<file path="src/rtl/mqst_frame_rx.sv">
// Sync-hunting, length-prefixed frame receiver with checksum-gated payload FIFO.
// Optional inter-byte timeout is built only when MQST_RX_TIMEOUT_EN is defined.
module mqst_frame_rx #(
  parameter logic [7:0] SYNC_BYTE   = 8'hA5,
  parameter int         MAX_LEN     = 16,
  parameter int         FIFO_DEPTH  = 32,
  parameter int         TIMEOUT_CYC = 4096
) (
  input  logic                          clk,
  input  logic                          rst_n,
  input  logic [7:0]                    byte_in,
  input  logic                          byte_in_valid,
  output logic [7:0]                    pay_data,
  output logic                          pay_valid,
  input  logic                          pay_ready,
  output logic                          frame_ok,
  output logic                          frame_err,
  output logic [1:0]                    err_code,
  output logic                          rx_busy,
  output logic [$clog2(FIFO_DEPTH):0]   fifo_level
);

  localparam int AW = $clog2(FIFO_DEPTH);
  localparam int PW = AW + 1;

  typedef enum logic [1:0] {HUNT = 2'd0, LEN = 2'd1, PAYLOAD = 2'd2, CSUM = 2'd3} state_t;

  state_t         state_r, state_n_s;
  logic [PW-1:0]  wr_spec_r, wr_spec_n_s, wr_commit_r, wr_commit_n_s, rd_ptr_r;
  logic [7:0]     sum_r, sum_n_s, cnt_r, cnt_n_s;
  logic           frame_ok_r, frame_ok_n_s, frame_err_r, frame_err_n_s;
  logic [1:0]     err_code_r, err_code_n_s;
  logic           we_s, pay_valid_s, timeout_s;
  logic [PW-1:0]  fifo_level_s;
  logic [8:0]     space_s;
  logic [7:0]     mem_r [FIFO_DEPTH];

  function automatic logic [7:0] csum_add(input logic [7:0] a, input logic [7:0] b);
    return a + b;
  endfunction

  assign fifo_level_s = wr_commit_r - rd_ptr_r;
  assign pay_valid_s  = (wr_commit_r != rd_ptr_r);
  assign space_s      = 9'(FIFO_DEPTH) - 9'(fifo_level_s);

`ifdef MQST_RX_TIMEOUT_EN
  localparam int TW = $clog2(TIMEOUT_CYC + 1);
  logic [TW-1:0] to_cnt_r;

  // Inter-byte idle counter, active only while a frame is in progress
  always_ff @(posedge clk or negedge rst_n) begin
    if (!rst_n) begin
      to_cnt_r <= '0;
    end else if (byte_in_valid || (state_r == HUNT) || timeout_s) begin
      to_cnt_r <= '0;
    end else begin
      to_cnt_r <= to_cnt_r + TW'(1);
    end
  end

  assign timeout_s = (state_r != HUNT) && !byte_in_valid && (to_cnt_r == TW'(TIMEOUT_CYC - 1));
`else
  assign timeout_s = 1'b0;
`endif

  // Parser next-state, speculative write and commit/rewind decisions
  always_comb begin
    state_n_s     = state_r;
    wr_spec_n_s   = wr_spec_r;
    wr_commit_n_s = wr_commit_r;
    sum_n_s       = sum_r;
    cnt_n_s       = cnt_r;
    frame_ok_n_s  = 1'b0;
    frame_err_n_s = 1'b0;
    err_code_n_s  = err_code_r;
    we_s          = 1'b0;
    if (timeout_s) begin
      wr_spec_n_s   = wr_commit_r;
      frame_err_n_s = 1'b1;
      err_code_n_s  = 2'd0;
      state_n_s     = HUNT;
    end else if (byte_in_valid) begin
      case (state_r)
        HUNT: begin
          if (byte_in == SYNC_BYTE) begin
            state_n_s = LEN;
          end else begin
            state_n_s = HUNT;
          end
        end
        LEN: begin
          // Space check uses the registered level; a same-cycle read is not credited
          if (byte_in > 8'(MAX_LEN)) begin
            frame_err_n_s = 1'b1;
            err_code_n_s  = 2'd1;
            state_n_s     = HUNT;
          end else if ({1'b0, byte_in} > space_s) begin
            frame_err_n_s = 1'b1;
            err_code_n_s  = 2'd2;
            state_n_s     = HUNT;
          end else if (byte_in == 8'd0) begin
            sum_n_s   = 8'd0;
            cnt_n_s   = 8'd0;
            state_n_s = CSUM;
          end else begin
            sum_n_s   = byte_in;
            cnt_n_s   = byte_in;
            state_n_s = PAYLOAD;
          end
        end
        PAYLOAD: begin
          we_s        = 1'b1;
          wr_spec_n_s = wr_spec_r + PW'(1);
          sum_n_s     = csum_add(sum_r, byte_in);
          cnt_n_s     = cnt_r - 8'd1;
          if (cnt_r == 8'd1) begin
            state_n_s = CSUM;
          end else begin
            state_n_s = PAYLOAD;
          end
        end
        CSUM: begin
          if (csum_add(sum_r, byte_in) == 8'd0) begin
            wr_commit_n_s = wr_spec_r;
            frame_ok_n_s  = 1'b1;
          end else begin
            wr_spec_n_s   = wr_commit_r;
            frame_err_n_s = 1'b1;
            err_code_n_s  = 2'd3;
          end
          state_n_s = HUNT;
        end
        default: state_n_s = HUNT;
      endcase
    end else begin
      state_n_s = state_r;
    end
  end

  // Parser, pointer and status registers
  always_ff @(posedge clk or negedge rst_n) begin
    if (!rst_n) begin
      state_r     <= HUNT;
      wr_spec_r   <= '0;
      wr_commit_r <= '0;
      rd_ptr_r    <= '0;
      sum_r       <= 8'd0;
      cnt_r       <= 8'd0;
      frame_ok_r  <= 1'b0;
      frame_err_r <= 1'b0;
      err_code_r  <= 2'd0;
    end else begin
      state_r     <= state_n_s;
      wr_spec_r   <= wr_spec_n_s;
      wr_commit_r <= wr_commit_n_s;
      sum_r       <= sum_n_s;
      cnt_r       <= cnt_n_s;
      frame_ok_r  <= frame_ok_n_s;
      frame_err_r <= frame_err_n_s;
      err_code_r  <= err_code_n_s;
      if (pay_valid_s && pay_ready) begin
        rd_ptr_r <= rd_ptr_r + PW'(1);
      end
    end
  end

  // Payload storage; contents need no reset since pointers gate visibility
  always_ff @(posedge clk) begin
    if (we_s) begin
      mem_r[wr_spec_r[AW-1:0]] <= byte_in;
    end
  end

  assign pay_data   = mem_r[rd_ptr_r[AW-1:0]];
  assign pay_valid  = pay_valid_s;
  assign frame_ok   = frame_ok_r;
  assign frame_err  = frame_err_r;
  assign err_code   = err_code_r;
  assign rx_busy    = (state_r != HUNT);
  assign fifo_level = fifo_level_s;

endmodule

</file>
<file path="config.mk">
export PLATFORM = sky130hd
export DESIGN_NAME = mqst_frame_rx
export DESIGN_NICKNAME = d
export VERILOG_FILES = /design/src/rtl/mqst_frame_rx.sv
export SDC_FILE = /design/constraint.sdc
export NUM_CORES = 1
export LEC_CHECK = 0
export CAP_MARGIN = 20
export CORE_UTILIZATION = 45
export DETAILED_ROUTE_END_ITERATION = 16
export GPL_ROUTABILITY_DRIVEN = 0
export SETUP_SLACK_MARGIN = 0.3
export SLEW_MARGIN = 20
export SYNTH_ARGS = -nofsm -noshare
export SYNTH_HDL_FRONTEND = slang
export SYNTH_SLANG_ARGS = --single-unit
</file>
<file path="constraint.sdc">
create_clock -name clk -period 5.05 [get_ports clk]
set_clock_uncertainty 0.05 [all_clocks]
set_input_delay 1.01 -clock clk [delete_from_list [all_inputs] [get_ports clk]]
set_output_delay 1.01 -clock clk [all_outputs]
set_load 0.05 [all_outputs]
</file>
==> results.md <==
Detailed routing:
- The via count normalized by instance count is 5.822.
- The final routed wire length divided by cell count is 23.81 microns.
- The number of search-and-repair iterations in the first detailed-routing pass is 5.
- The routed via count is 7149.
- In this run, the number of DRC markers left after iteration 0 of detailed routing was 663.
- The number of routed nets with antenna violations is 0.
- For this run, design rule violations remaining after detail routing come to 0.
- The total detailed-routing wirelength is 29240 microns.

STA:
- The total count of max-transition violations in the final report came to 0.
- Setup repair after global routing left no endpoint under its margin.
- Setup total negative slack on the finished layout was measured at 0 ns.
- The worst path needs 4.605 ns of the cycle, external delays included.
- Of the available clock period, the critical path in the final layout requires 0.9120.
- The hold violation count in the final report is 0.
- The transition time of the tightest slew-check pin is 1.065 ns.
- The total of endpoints with negative setup slack in the final report is 0.
- The worst slew margin relative to its limit is 0.2873.
- Derived from the worst setup path, the maximum achievable clock frequency is 0.2171 GHz.

Worst setup path:
- At the worst endpoint, the required time is 3.99 ns.
- On the critical path, the stage with the largest delay is an instance of sky130_fd_sc_hd__clkdlybuf4s50_1.
- In this design, the stage delay of the slowest critical-path cell is 0.72 ns.
- The kind of capture point of the worst setup path is a primary output.
- STA classifies the critical path startpoint as a register.
- Walking the worst path, the cells encountered are buf_12, mux4_2, mux4_2, nand2_1, nand2_1, clkdlybuf4s50_1.
- The critical path is of the register to primary output type.
- The top fanout value on the critical path is 67.
- STA puts the critical path data arrival time at 3.55 ns.

Synth:
- After synthesis, the mean cell area works out to 16.74 sq um.
- Ranked by total cell area, the synthesized netlist is headed by sky130_fd_sc_hd__edfxtp_1 (59%), sky130_fd_sc_hd__mux4_2 (14%), sky130_fd_sc_hd__dfrtp_1 (7.7%).
- The Yosys step of the flow raised 0 warnings.
- The share of synthesized area in the top cell type comes to 0.5949.
- The most common cell in the synthesized netlist is sky130_fd_sc_hd__edfxtp_1.
- The mapped netlist covers 0.01292 sq mm.
- The count of state elements after synthesis is 296.
- When the netlist entered floorplanning its net count stood at 815.
- The number of different library cells used by synthesis comes to 60.
- Counting instances in the post-synthesis netlist gives the leading cell types as sky130_fd_sc_hd__edfxtp_1 (256), sky130_fd_sc_hd__mux4_2 (80), sky130_fd_sc_hd__nand2_1 (64).
- The number of flops mapped to enable cells by yosys is 256.
- The post-synthesis instance total is 772.
- The share of flip-flops with an asynchronous set or reset is 0.1351.
- Among all flip-flop cells after synthesis, the most frequent one is sky130_fd_sc_hd__edfxtp_1.
- The biggest area contributor in the post-synthesis netlist is sky130_fd_sc_hd__edfxtp_1.
- For this run, the register share of the synthesized area comes to 0.6723.

Floorplanning:
- The area of the placeable core is 0.02801 sq mm.
- The total number of placement rows is 61.
- For this configuration, the core starts out at a cell density of 0.4613.
- The floorplan step set the die height to 171.5 microns.
- The number of I/O pins is 32.
- The die covers 0.02940 sq mm.
- The width of the die is 171.5 microns.

Job:
- Max-cap violations in this run came to 0.

Clock network:
- The deepest clock path buffer count is 3.
- The H-tree depth is 1.
- The clock transition at the registers of the reported paths is 0.06 ns.
- The clock insertion delay at the later pin of the skew report is 0.56 ns.
- For this design, the sink count on the clock tree is 296.
- The TritonCTS clock tree is yes.
- The total clock buffers created by CTS is 31.
- The clock root buffer is sky130_fd_sc_hd__clkbuf_16.
- Buffers inserted to repair hold after CTS numbered 0.

Power and ir drop:
- The cell leakage power is 0.005032 uW.
- The completed layout was analyzed and its total power is 8004 uW.
- VDD sags by at most 0.3089 mV.
- The power density of the placed cells is 542.2 mW/mm^2.

Cells and area:
- The share of final-layout standard cells stronger than drive strength 1 is 0.2035.
- After the last flow step, the layout net total stands at 871.
- The number of antenna diodes in the final layout is 0.
- Compared with the post-synthesis result, the final layout area differs by 14.24%.

Placed design:
- After legalization and detailed placement, the total HPWL measured 18620 microns.
- The port buffer count is 31.

Global routing:
- Entering global routing, the biggest net connects 68 pins.
- The first-pass GRT wire length is 45020 microns.
- In the global route stage, overall resource usage came out at 0.2090.
- The total global routing overflow is 0.
- The initial antenna violation count is 0.
- The number of global-route vias before repair is 7420.

Hold path:
- The class of the worst hold path is register to register.

Run status:
- The flow ran to the end, and the final reports show no timing, DRC or antenna violations.
final cells by class:
class | count | area (sq um)
Inverter | 30 | 112.6
Fill cell | 2253 | 13250
Sequential cell | 296 | 8693
Multi-Input combinational cell | 415 | 4049
Timing Repair Buffer | 54 | 498.0
Clock buffer | 37 | 798.3
Tap cell | 378 | 473.0
Clock inverter | 18 | 138.9
power breakdown:
group	switching [uW]	internal, uW
sequential	107	2760
combinational	1720	1290
clock	912	1220
cell usage in the layout, fill, tap and decap left out, types with 6 or more instances in the layout:
cell and count:
sky130_fd_sc_hd__clkbuf_16 31, sky130_fd_sc_hd__xnor2_1 11, sky130_fd_sc_hd__nand3_1 12, sky130_fd_sc_hd__clkinv_1 8, sky130_fd_sc_hd__a21oi_1 13, sky130_fd_sc_hd__mux2i_1 7
sky130_fd_sc_hd__mux4_2 80, sky130_fd_sc_hd__clkinv_2 7, sky130_fd_sc_hd__ha_1 29, sky130_fd_sc_hd__dfrtp_1 38, sky130_fd_sc_hd__nor3_1 7, sky130_fd_sc_hd__mux2_2 8
sky130_fd_sc_hd__edfxtp_1 256, sky130_fd_sc_hd__inv_1 28, sky130_fd_sc_hd__clkbuf_1 6, sky130_fd_sc_hd__nand2_1 64, sky130_fd_sc_hd__nand4_1 7, sky130_fd_sc_hd__o21ai_0 26
sky130_fd_sc_hd__clkdlybuf4s50_1 30, sky130_fd_sc_hd__buf_4 20, sky130_fd_sc_hd__nor2_1 57
worst max-delay path, delay by kind of cell, from the launching register on:
kind                   cells  cell delay (ns)
buffers and inverters      2             1.12
muxes                      2             1.10
and+or+nand+nor            2             0.24
DFF                        1             0.42
final timing paths:
kind	from	end	slack [ns]	cells past startpoint
worst max-delay path	rd_ptr_r[0]	pay_data[2]	0.44	6
worst min-delay path	rd_ptr_r[5]	rd_ptr_r[5]	0.47	1
worst max register to register	wr_commit_r[0]	sum_r[6]	0.59	16
worst min register to register	rd_ptr_r[5]	rd_ptr_r[5]	0.47	1
max in group asynchronous	rst_n	rd_ptr_r[0]	3.72	1
min in group asynchronous	rst_n	rd_ptr_r[2]	0.55	1
sequential cells by signal, summed over array words and instances, names as in the netlist, named ones only:
| register | count |
|---|---|
| wr_spec_r | 6 |
| mem_r | 256 |
| sum_r | 8 |
| state_r | 1 |
| frame_ok | 1 |
| frame_err | 1 |
| wr_commit_r | 6 |
| rd_ptr_r | 6 |
| cnt_r | 8 |
| err_code | 2 |
layer usage:
metal / vias up / track usage / share of wire
li1: 3147 / - / -
met1: 3726 / 0.2809 / 0.42
met2: 218 / 0.3499 / 0.50
met3: 58 / 0.02646 / 0.045
met4: 0 / 0.07648 / 0.035
met5: - / 0 / 0
timing repair:
item                       CTS  global route
setup endpoints to repair    0            14
buffers inserted             0             0
resized for setup            0             4
through the flow:
step / instance area [sq um] / cells / util / setup WS (ns) / hold slack, ns
finish: 14760 / 1228 / 0.5270 / 0.4446 / 0.4652
global route: 14760 / 1228 / 0.5270 / 0.3033 / 0.4697
CTS: 14740 / 1228 / 0.5263 / 0.3481 / 0.4598
detailed placement: 13810 / 1173 / 0.4929 / 0.5441 / 0.4465
global placement: 13810 / 1173 / 0.4929 / 0.6216 / 0.4303
floorplan: 12970 / 772 / - / 0.3048 / 0.4138
cells by family after synthesis:
kind of cell    synth area share
compound gates           0.04483
xor+xnor                 0.01152
fa+ha+maj                0.03118
buf+inv                  0.01888
flops                     0.6723
mux                       0.1565
simple gates             0.06478
(Power assumes the default switching activity.)
